### config.mk
export PLATFORM = sky130hd
export DESIGN_NAME = irq_ctrl_8
export DESIGN_NICKNAME = d
export VERILOG_FILES = /design/src/rtl/irq_ctrl_pkg.sv /design/src/rtl/irq_ctrl_8_rr_arbiter.sv /design/src/rtl/irq_ctrl_8.sv
export SDC_FILE = /design/constraint.sdc
export NUM_CORES = 1
export LEC_CHECK = 0
export BUFFER_PORTS_ARGS = -buffer_cell sky130_fd_sc_hd__buf_2
export CAP_MARGIN = 0
export CORE_MARGIN = 8
export CORE_UTILIZATION = 42
export DETAILED_ROUTE_END_ITERATION = 10
export PLACE_DENSITY_LB_ADDON = 0.12
export SLEW_MARGIN = 10
export SYNTH_ARGS = -nofsm -noshare
export SYNTH_HDL_FRONTEND = slang
export SYNTH_HIERARCHICAL = 1
export SYNTH_SLANG_ARGS = --single-unit
### constraint.sdc
create_clock -name clk -period 5.3 [get_ports clk]
set_clock_uncertainty 0.1 [all_clocks]
set_input_delay 0.265 -clock clk [delete_from_list [all_inputs] [get_ports clk]]
set_output_delay 0.265 -clock clk [all_outputs]
set_load 0.02 [all_outputs]
### src/rtl/irq_ctrl_pkg.sv
// Shared constants and types for the 8-source interrupt controller.
package irq_ctrl_pkg;

  localparam int NUM_SRC = 8;
  localparam int ID_W    = 3;

  typedef enum logic [1:0] {
    ST_IDLE    = 2'd0,
    ST_REQ     = 2'd1,
    ST_SERVICE = 2'd2
  } state_e;

  localparam logic [1:0] CFG_ENABLE = 2'd0;
  localparam logic [1:0] CFG_EDGE   = 2'd1;
  localparam logic [1:0] CFG_CLEAR  = 2'd2;
  localparam logic [1:0] CFG_RSVD   = 2'd3;

endpackage

### src/rtl/irq_ctrl_8_rr_arbiter.sv
// Combinational round-robin pick over 8 requests; search begins one past the last grant.
module rr_arbiter_8 (
  input  logic [7:0] req,
  input  logic [2:0] last,
  output logic [2:0] gnt_id,
  output logic       gnt_valid
);

  logic [2:0] idx;

  always_comb begin
    gnt_id    = '0;
    gnt_valid = 1'b0;
    idx       = '0;
    // k = 8 wraps to last itself, so the previous winner is searched last
    for (int k = 1; k <= 8; k++) begin
      idx = last + 3'(k);
      if (!gnt_valid && req[idx]) begin
        gnt_valid = 1'b1;
        gnt_id    = idx;
      end
    end
  end

endmodule

### src/rtl/irq_ctrl_8.sv
// Interrupt controller: edge/level pending capture, round-robin grant, claim/complete handshake.
//   state      | meaning
//   ST_IDLE    | no request outstanding, arbitrating eligible sources
//   ST_REQ     | irq_req high, irq_id held, waiting for CPU claim
//   ST_SERVICE | source claimed, waiting for matching irq_done
module irq_ctrl_8 #(
  parameter int NUM_SRC = irq_ctrl_pkg::NUM_SRC,
  parameter int ID_W    = irq_ctrl_pkg::ID_W
) (
  input  logic               clk,
  input  logic               rst,
  input  logic [NUM_SRC-1:0] irq_in,
  input  logic               cfg_we,
  input  logic [1:0]         cfg_addr,
  input  logic [NUM_SRC-1:0] cfg_wdata,
  output logic               irq_req,
  output logic [ID_W-1:0]    irq_id,
  input  logic               irq_ack,
  input  logic               irq_done,
  input  logic [ID_W-1:0]    done_id,
  output logic [NUM_SRC-1:0] pending,
  output logic               busy
);

  import irq_ctrl_pkg::*;

  state_e             state_q, state_d;
  logic [NUM_SRC-1:0] enable_q, enable_d;
  logic [NUM_SRC-1:0] edge_q, edge_d;
  logic [NUM_SRC-1:0] pend_q, pend_d;
  logic [NUM_SRC-1:0] insvc_q, insvc_d;
  logic [NUM_SRC-1:0] irq_s_q;
  logic [ID_W-1:0]    id_q, id_d;
  logic [ID_W-1:0]    last_q, last_d;

  logic [NUM_SRC-1:0] set_vec, cfg_clr, claim_clr, elig, id_oh;
  logic [ID_W-1:0]    gnt_id;
  logic               gnt_valid;

  assign id_oh = NUM_SRC'(1) << id_q;
  assign elig  = pend_q & enable_q & ~insvc_q;

  rr_arbiter_8 u_arb (
    .req       (elig),
    .last      (last_q),
    .gnt_id    (gnt_id),
    .gnt_valid (gnt_valid)
  );

  always_ff @(posedge clk) begin
    if (rst) begin
      state_q  <= ST_IDLE;
      enable_q <= '0;
      edge_q   <= '0;
      pend_q   <= '0;
      insvc_q  <= '0;
      irq_s_q  <= '0;
      id_q     <= '0;
      last_q   <= ID_W'(NUM_SRC - 1);
    end else begin
      state_q  <= state_d;
      enable_q <= enable_d;
      edge_q   <= edge_d;
      pend_q   <= pend_d;
      insvc_q  <= insvc_d;
      irq_s_q  <= irq_in;
      id_q     <= id_d;
      last_q   <= last_d;
    end
  end

  always_comb begin
    enable_d  = (cfg_we && cfg_addr == CFG_ENABLE) ? cfg_wdata : enable_q;
    edge_d    = (cfg_we && cfg_addr == CFG_EDGE)   ? cfg_wdata : edge_q;
    cfg_clr   = (cfg_we && cfg_addr == CFG_CLEAR)  ? cfg_wdata : '0;
    set_vec   = irq_in & (~edge_q | ~irq_s_q);
    state_d   = state_q;
    id_d      = id_q;
    last_d    = last_q;
    insvc_d   = insvc_q;
    claim_clr = '0;
    case (state_q)
      ST_IDLE: begin
        if (gnt_valid) begin
          state_d = ST_REQ;
          id_d    = gnt_id;
        end
      end
      ST_REQ: begin
        // a disable written this cycle withdraws the request even if ack arrives too
        if (!enable_d[id_q]) begin
          state_d = ST_IDLE;
        end else if (irq_ack) begin
          state_d   = ST_SERVICE;
          claim_clr = id_oh;
          insvc_d   = insvc_q | id_oh;
        end
      end
      ST_SERVICE: begin
        if (irq_done && done_id == id_q) begin
          state_d = ST_IDLE;
          insvc_d = insvc_q & ~id_oh;
          last_d  = id_q;
        end
      end
      default: state_d = ST_IDLE;
    endcase
    pend_d = (pend_q & ~(cfg_clr | claim_clr)) | set_vec;
  end

  always_comb begin
    irq_req = (state_q == ST_REQ);
    busy    = (state_q != ST_IDLE);
  end

  assign irq_id  = id_q;
  assign pending = pend_q;

endmodule
# Word level (Yosys, flattened, before mapping)
# Cells that the tools add are included.
# totals
ff_bits	48
inputBits	26
wordCells	123
# op_classes
add_sub_neg	7
order_cmp	9
n_eq_ne	10
n_shift	1
muxes	48
n_bitwise	14
n_reduce_logical	26
# op_table
operator	count
$mux W8	8
$and A8 B8 Y8	5
$not A8 Y8	5
$lt A3 B4 Y1 const B	9
$or A8 B8 Y8	4
$bmux W1 S3	9
$mux W3	8
$mux W1	17
$pmux W8 S2	1
$add A3 B3 Y3 const B	4
$logic_and A1 B1 Y1	11
$mux W2	4
$shl A1 B3 Y8 const A	1
$logic_not A1 Y1	7
$add A3 B2 Y3 const B	2
$pmux W2 S3	1
$eq A2 B1 Y1 const B	2
$eq A2 B2 Y1 const B	2
$logic_not A2 Y1	2
$ne A2 B1 Y1 const B	2
$ne A2 B2 Y1 const B	2
$reduce_and A2 Y1	2
$reduce_and A4 Y1	1
$reduce_bool A2 Y1	2
other kinds (4)	4

# Logic depth before layout (Yosys ltp)
# logic_depth
word_depth	28
ltp_mapped	15
depth_no_buf	11

# Cells and area by module
# The synthesis kept the hierarchy.
# by_module_without_submodules
mod	instances	cells_each	area_each_um2	seq_area_each_um2
irq_ctrl_8	1	234	2114.5	960.9
rr_arbiter_8	1	93	785.8	0.0

# Worst setup path before layout
# OpenSTA, ideal clock, no wires.
# synth_path
path_kind	reg-to-reg
start	register last_q[1]
end	register state_q[0]
setup_ns	0.117
t_arrival_ns	3.457
required_time_ns	5.083
setup_slack_ns	1.625
path_stages_with_launch	15
synth_period_minus_slack_ns	3.675
path_cell_list	dfxtp_1 -> clkbuf_1 -> clkbuf_1 -> inv_1 -> ha_1 -> clkbuf_1 -> mux4_1 -> mux2_4 -> or4_1 -> buf_2 -> nor3_2 -> nand2_1 -> inv_1 -> nor2_1 -> a32o_1
# synth_via
elab_chain_cells	27
elab_cells_between_ends	47
# synth_lines
element	line	text
start: declaration	irq_ctrl_8.sv:34	logic [ID_W-1:0] last_q, last_d;
start signal: assignment	irq_ctrl_8.sv:59	last_q <= ID_W'(NUM_SRC - 1);
start signal: assignment	irq_ctrl_8.sv:68	last_q <= last_d;
$add A3 B1 Y3	irq_ctrl_8_rr_arbiter.sv:17	idx = last + 3'(k);
$bmux W1 S3	irq_ctrl_8_rr_arbiter.sv:18	if (!gnt_valid && req[idx]) begin
$mux W1 (implied by the code)	irq_ctrl_8_rr_arbiter.sv:18	
$mux W1	irq_ctrl_8_rr_arbiter.sv:18	
$logic_not A1 Y1	irq_ctrl_8_rr_arbiter.sv:18	
$logic_and A1 B1 Y1	irq_ctrl_8_rr_arbiter.sv:18	
$mux W1	irq_ctrl_8_rr_arbiter.sv:18	
$logic_not A1 Y1	irq_ctrl_8_rr_arbiter.sv:18	
[12 not listed]	-	
$logic_and A1 B1 Y1	irq_ctrl_8_rr_arbiter.sv:18	
$mux W1	irq_ctrl_8_rr_arbiter.sv:18	
$logic_not A1 Y1	irq_ctrl_8_rr_arbiter.sv:18	
$logic_and A1 B1 Y1	irq_ctrl_8_rr_arbiter.sv:18	
$mux W1 (*)	irq_ctrl_8_rr_arbiter.sv:18	
named net gnt_valid	irq_ctrl_8.sv:38	logic gnt_valid;
$ne A2 B2 Y1 (no line) (*)	-	
$reduce_and A3 Y1 (no line) (*)	-	
end signal: assignment	irq_ctrl_8.sv:61	state_q <= state_d;
end: declaration	irq_ctrl_8.sv:27	state_e state_q, state_d;
# The timed path passes the listed nets; every way through them passes the cells marked *. The select of a mux whose other input is x is not followed.
# A chain may end at the register's enable or synchronous reset.

# Worst setup path after layout
# layout_path
start	register last_q[1]
end	register id_q[2] (netlist: irq_id[2])
# layout_via
elab_chain_cells	26
elab_cells_between_ends	54
# layout_lines
element	line	text
$add A3 B1 Y3	irq_ctrl_8_rr_arbiter.sv:17	
$bmux W1 S3	irq_ctrl_8_rr_arbiter.sv:18	
$mux W1 (implied by the code)	irq_ctrl_8_rr_arbiter.sv:18	
$mux W1	irq_ctrl_8_rr_arbiter.sv:18	
$logic_not A1 Y1	irq_ctrl_8_rr_arbiter.sv:18	
$logic_and A1 B1 Y1	irq_ctrl_8_rr_arbiter.sv:18	
$mux W1	irq_ctrl_8_rr_arbiter.sv:18	
$logic_not A1 Y1	irq_ctrl_8_rr_arbiter.sv:18	
[11 not listed]	-	
$logic_not A1 Y1	irq_ctrl_8_rr_arbiter.sv:18	
$logic_and A1 B1 Y1	irq_ctrl_8_rr_arbiter.sv:18	
$mux W1	irq_ctrl_8_rr_arbiter.sv:18	
$logic_not A1 Y1	irq_ctrl_8_rr_arbiter.sv:18	
$logic_and A1 B1 Y1	irq_ctrl_8_rr_arbiter.sv:18	
$mux W1 (*)	irq_ctrl_8_rr_arbiter.sv:18	
named net gnt_valid	irq_ctrl_8.sv:38	
$reduce_and A2 Y1 (no line) (*)	-	
end signal: assignment	irq_ctrl_8.sv:67	id_q <= id_d;
end: declaration	irq_ctrl_8.sv:33	logic [ID_W-1:0] id_q, id_d;
# Marked as above.

==> flow_metrics.py <==
metrics = {
    "synth": {
        "ys_warn_count": 6,
        "synth_common_cells": "dfxtp_1, nand2_1, nor2_1",
        "seq_area_frac_synth_pct": 33.13,
        "synth_top_area_share_pct": 33.13,
        "syn_area_um2": 2900,
        "synth_cells": 327,
        "syn_avg_cell_area_um2": 8.869,
        "ys_types": 55,
        "synth_top_area_cell": "dfxtp_1",
        "synth_flop_cell": "dfxtp_1",
        "yosys-top-cells-area": "dfxtp_1, mux2i_1, nand2_1",
        "syn-num-nets": 355,
        "synth-seq-cells": 48,
        "async_flop_share_pct": 0,
        "yosys.cell_count.top_type": "dfxtp_1",
        "synth_edf_count": 0,
    },
    "grt": {
        "antenna_found_initial": 0,
        "grt_pass1_vias": 2324,
        "grt_first_pass_wirelength_um": 12030,
        "track_usage_pct": 14.84,
        "overflow": 0,
        "grt_start_max_net_pins": 35,
    },
    "finish": {
        "diodes": 0,
        "area_growth_pct": 10.57,
        "postLayoutCellArea_um2": 3207,
        "fin_util_pct": 47.46,
        "final_nets": 383,
        "drive_gt1_share_pct": 18.03,
    },
    "floorplanning": {
        "die_h_um": 99.10,
        "core_um2": 6756,
        "initial_core_util_pct": 42.93,
        "dieArea_um2": 9821,
        "die_w_um": 99.10,
        "rows": 30,
        "io_pins": 39,
    },
    "worst_setup_path": {
        "arrival_ns": 3.87,
        "rr_worst_depth": 11,
        "r2r-start": "last_q[1]",
        "crit_path_max_fanout": 17,
        "cp-start-kind": "flop",
        "endpoint_kind": "flop",
        "crit_path_start": "last_q[1]",
        "cp.required_ns": 5.36,
        "critPathKind": "flop to flop",
    },
    "detailed_routing": {
        "drtIter0Drc": 137,
        "detail_route.first_pass.iterations": 5,
        "routed_wl_um": 7160,
        "drc_errors": 0,
        "ant_nets": 0,
        "wl_per_cell_um": 16.46,
        "vias": 2477,
        "avgViaCountPerCell": 5.694,
    },
    "sta": {
        "finalCritPeriodShare_pct": 71.90,
        "setup-tns-final_ns": 0,
        "finalSetupViolCount": 0,
        "rsz0062_at_grt": "no",
        "relSlewSlack_pct": 50.42,
        "max_freq_mhz": 262.4,
        "holdWs_ns": 0.1264,
        "finalHoldViolCount": 0,
        "finalCriticalPeriod_ns": 3.811,
        "drv_slew": 0,
        "worst_pin_slew_ns": 0.7426,
    },
    "worst_hold_path": {
        "hold-path-cell-count": 2,
        "min_path_type": "input pin to flop",
        "hold_path_startpoint": "irq_in[2]",
    },
    "power": {
        "leakage_nw": 1.401,
        "power_density_nw_per_um2": 222.2,
        "irDropWorstVdd_mv": 0.1551,
    },
    "cts": {
        "clock_sinks": 48,
        "cts.clk_slew.worst_paths_ns": 0.09,
        "cts_setup_buffers": 0,
        "cts_tree": "done",
        "hold_buffers": 0,
        "numCtsBuffers": 5,
        "clk_path_buf_depth": 2,
        "root_buffer": "clkbuf_8",
        "cts_resized": 0,
        "worstSkewPairLatency_ns": 0.29,
        "htreeDepth": 2,
    },
    "place": {
        "placedInstanceArea_um2": 3110,
        "port_buffers": 38,
        "gp_congestion": 0.8819,
        "post-dp-hpwl_um": 5355,
    },
    "status": {
        "status": "completed",
    },
    "job": {
        "maxCapViolCount": 0,
    },
}
## cell families after synthesis
logic type                 after synthesis  share of synthesized area, %
buffers and inverters                   26                         4.616
xor gates and xnor gates                 6                         1.812
and+or+nand+nor                        138                         22.95
muxes                                   47                         22.43
adders and majority gates                2                        0.8627
DFF                                     48                         33.13
AOI/OAI and AO/OA                       60                         14.19
## metal layers
| metal | share of wire (%) | global-route usage (%) | up-vias |
|---|---|---|---|
| li1 | - | - | 1239 |
| met1 | 51 | 21.37 | 1178 |
| met2 | 44 | 22.14 | 58 |
| met3 | 5.1 | 3.911 | 2 |
| met4 | 0.21 | 1.746 | 0 |
| met5 | 0 | 0 | - |
## per-stage QoR
step                      total power, mW  setup slack [ns]  cells
final                              0.7126             1.489    435
after global routing               0.7491             1.220    435
after CTS                          0.7217             1.521    435
after detailed placement           0.4924             1.549    428
after global placement             0.4917             1.595    428
after floorplan                    0.4584             1.625    327
## worst paths after layout
check / endpoint / slack [ns]
min reg2reg: flop / 0.37
max: irq_id[2] / 1.49
max reg2reg: irq_id[2] / 1.49
min: irq_s_q[2] / 0.13
## cells in the final DEF (no fill, tap or decap), types with 4 or more instances in the layout
cell,n
mux4_1,5
clkbuf_8,7
xnor2_1,4
mux4_2,6
nand3_1,17
mux2i_1,26
nor2_1,36
o31a_1,4
and3_1,4
a22o_1,4
dfxtp_1,48
nor2b_1,14
a21oi_1,14
o21ai_0,8
buf_4,4
nand2_1,40
inv_1,5
o21a_1,5
nand2b_1,5
buf_2,38
mux2_1,5
nor3_1,4
## critical path, stage by stage, from the launching register on
cell and delay [ns]:
dfxtp_1 0.75, inv_1 0.23, ha_1 0.55, mux4_1 0.45, mux2_2 0.35, or4_1 0.59
nor3_2 0.24, nand2_1 0.07, inv_1 0.05, nor2_1 0.09, mux2i_1 0.16, nor2_1 0.05
## where the power goes
part / total (mW) / internal (mW) / switching (mW)
registers: 0.385 / 0.375 / 0.00979
logic: 0.0986 / 0.0426 / 0.0560
clock network: 0.229 / 0.116 / 0.113
## area by class of cell
cell class | count | area (um^2)
Timing Repair Buffer | 42 | 220.2
Inverter | 5 | 18.77
Tap cell | 80 | 100.1
Clock buffer | 7 | 96.34
Sequential cell | 48 | 960.9
Fill cell | 675 | 3550
Multi-Input combinational cell | 253 | 1810
(Power assumes the default switching activity.)
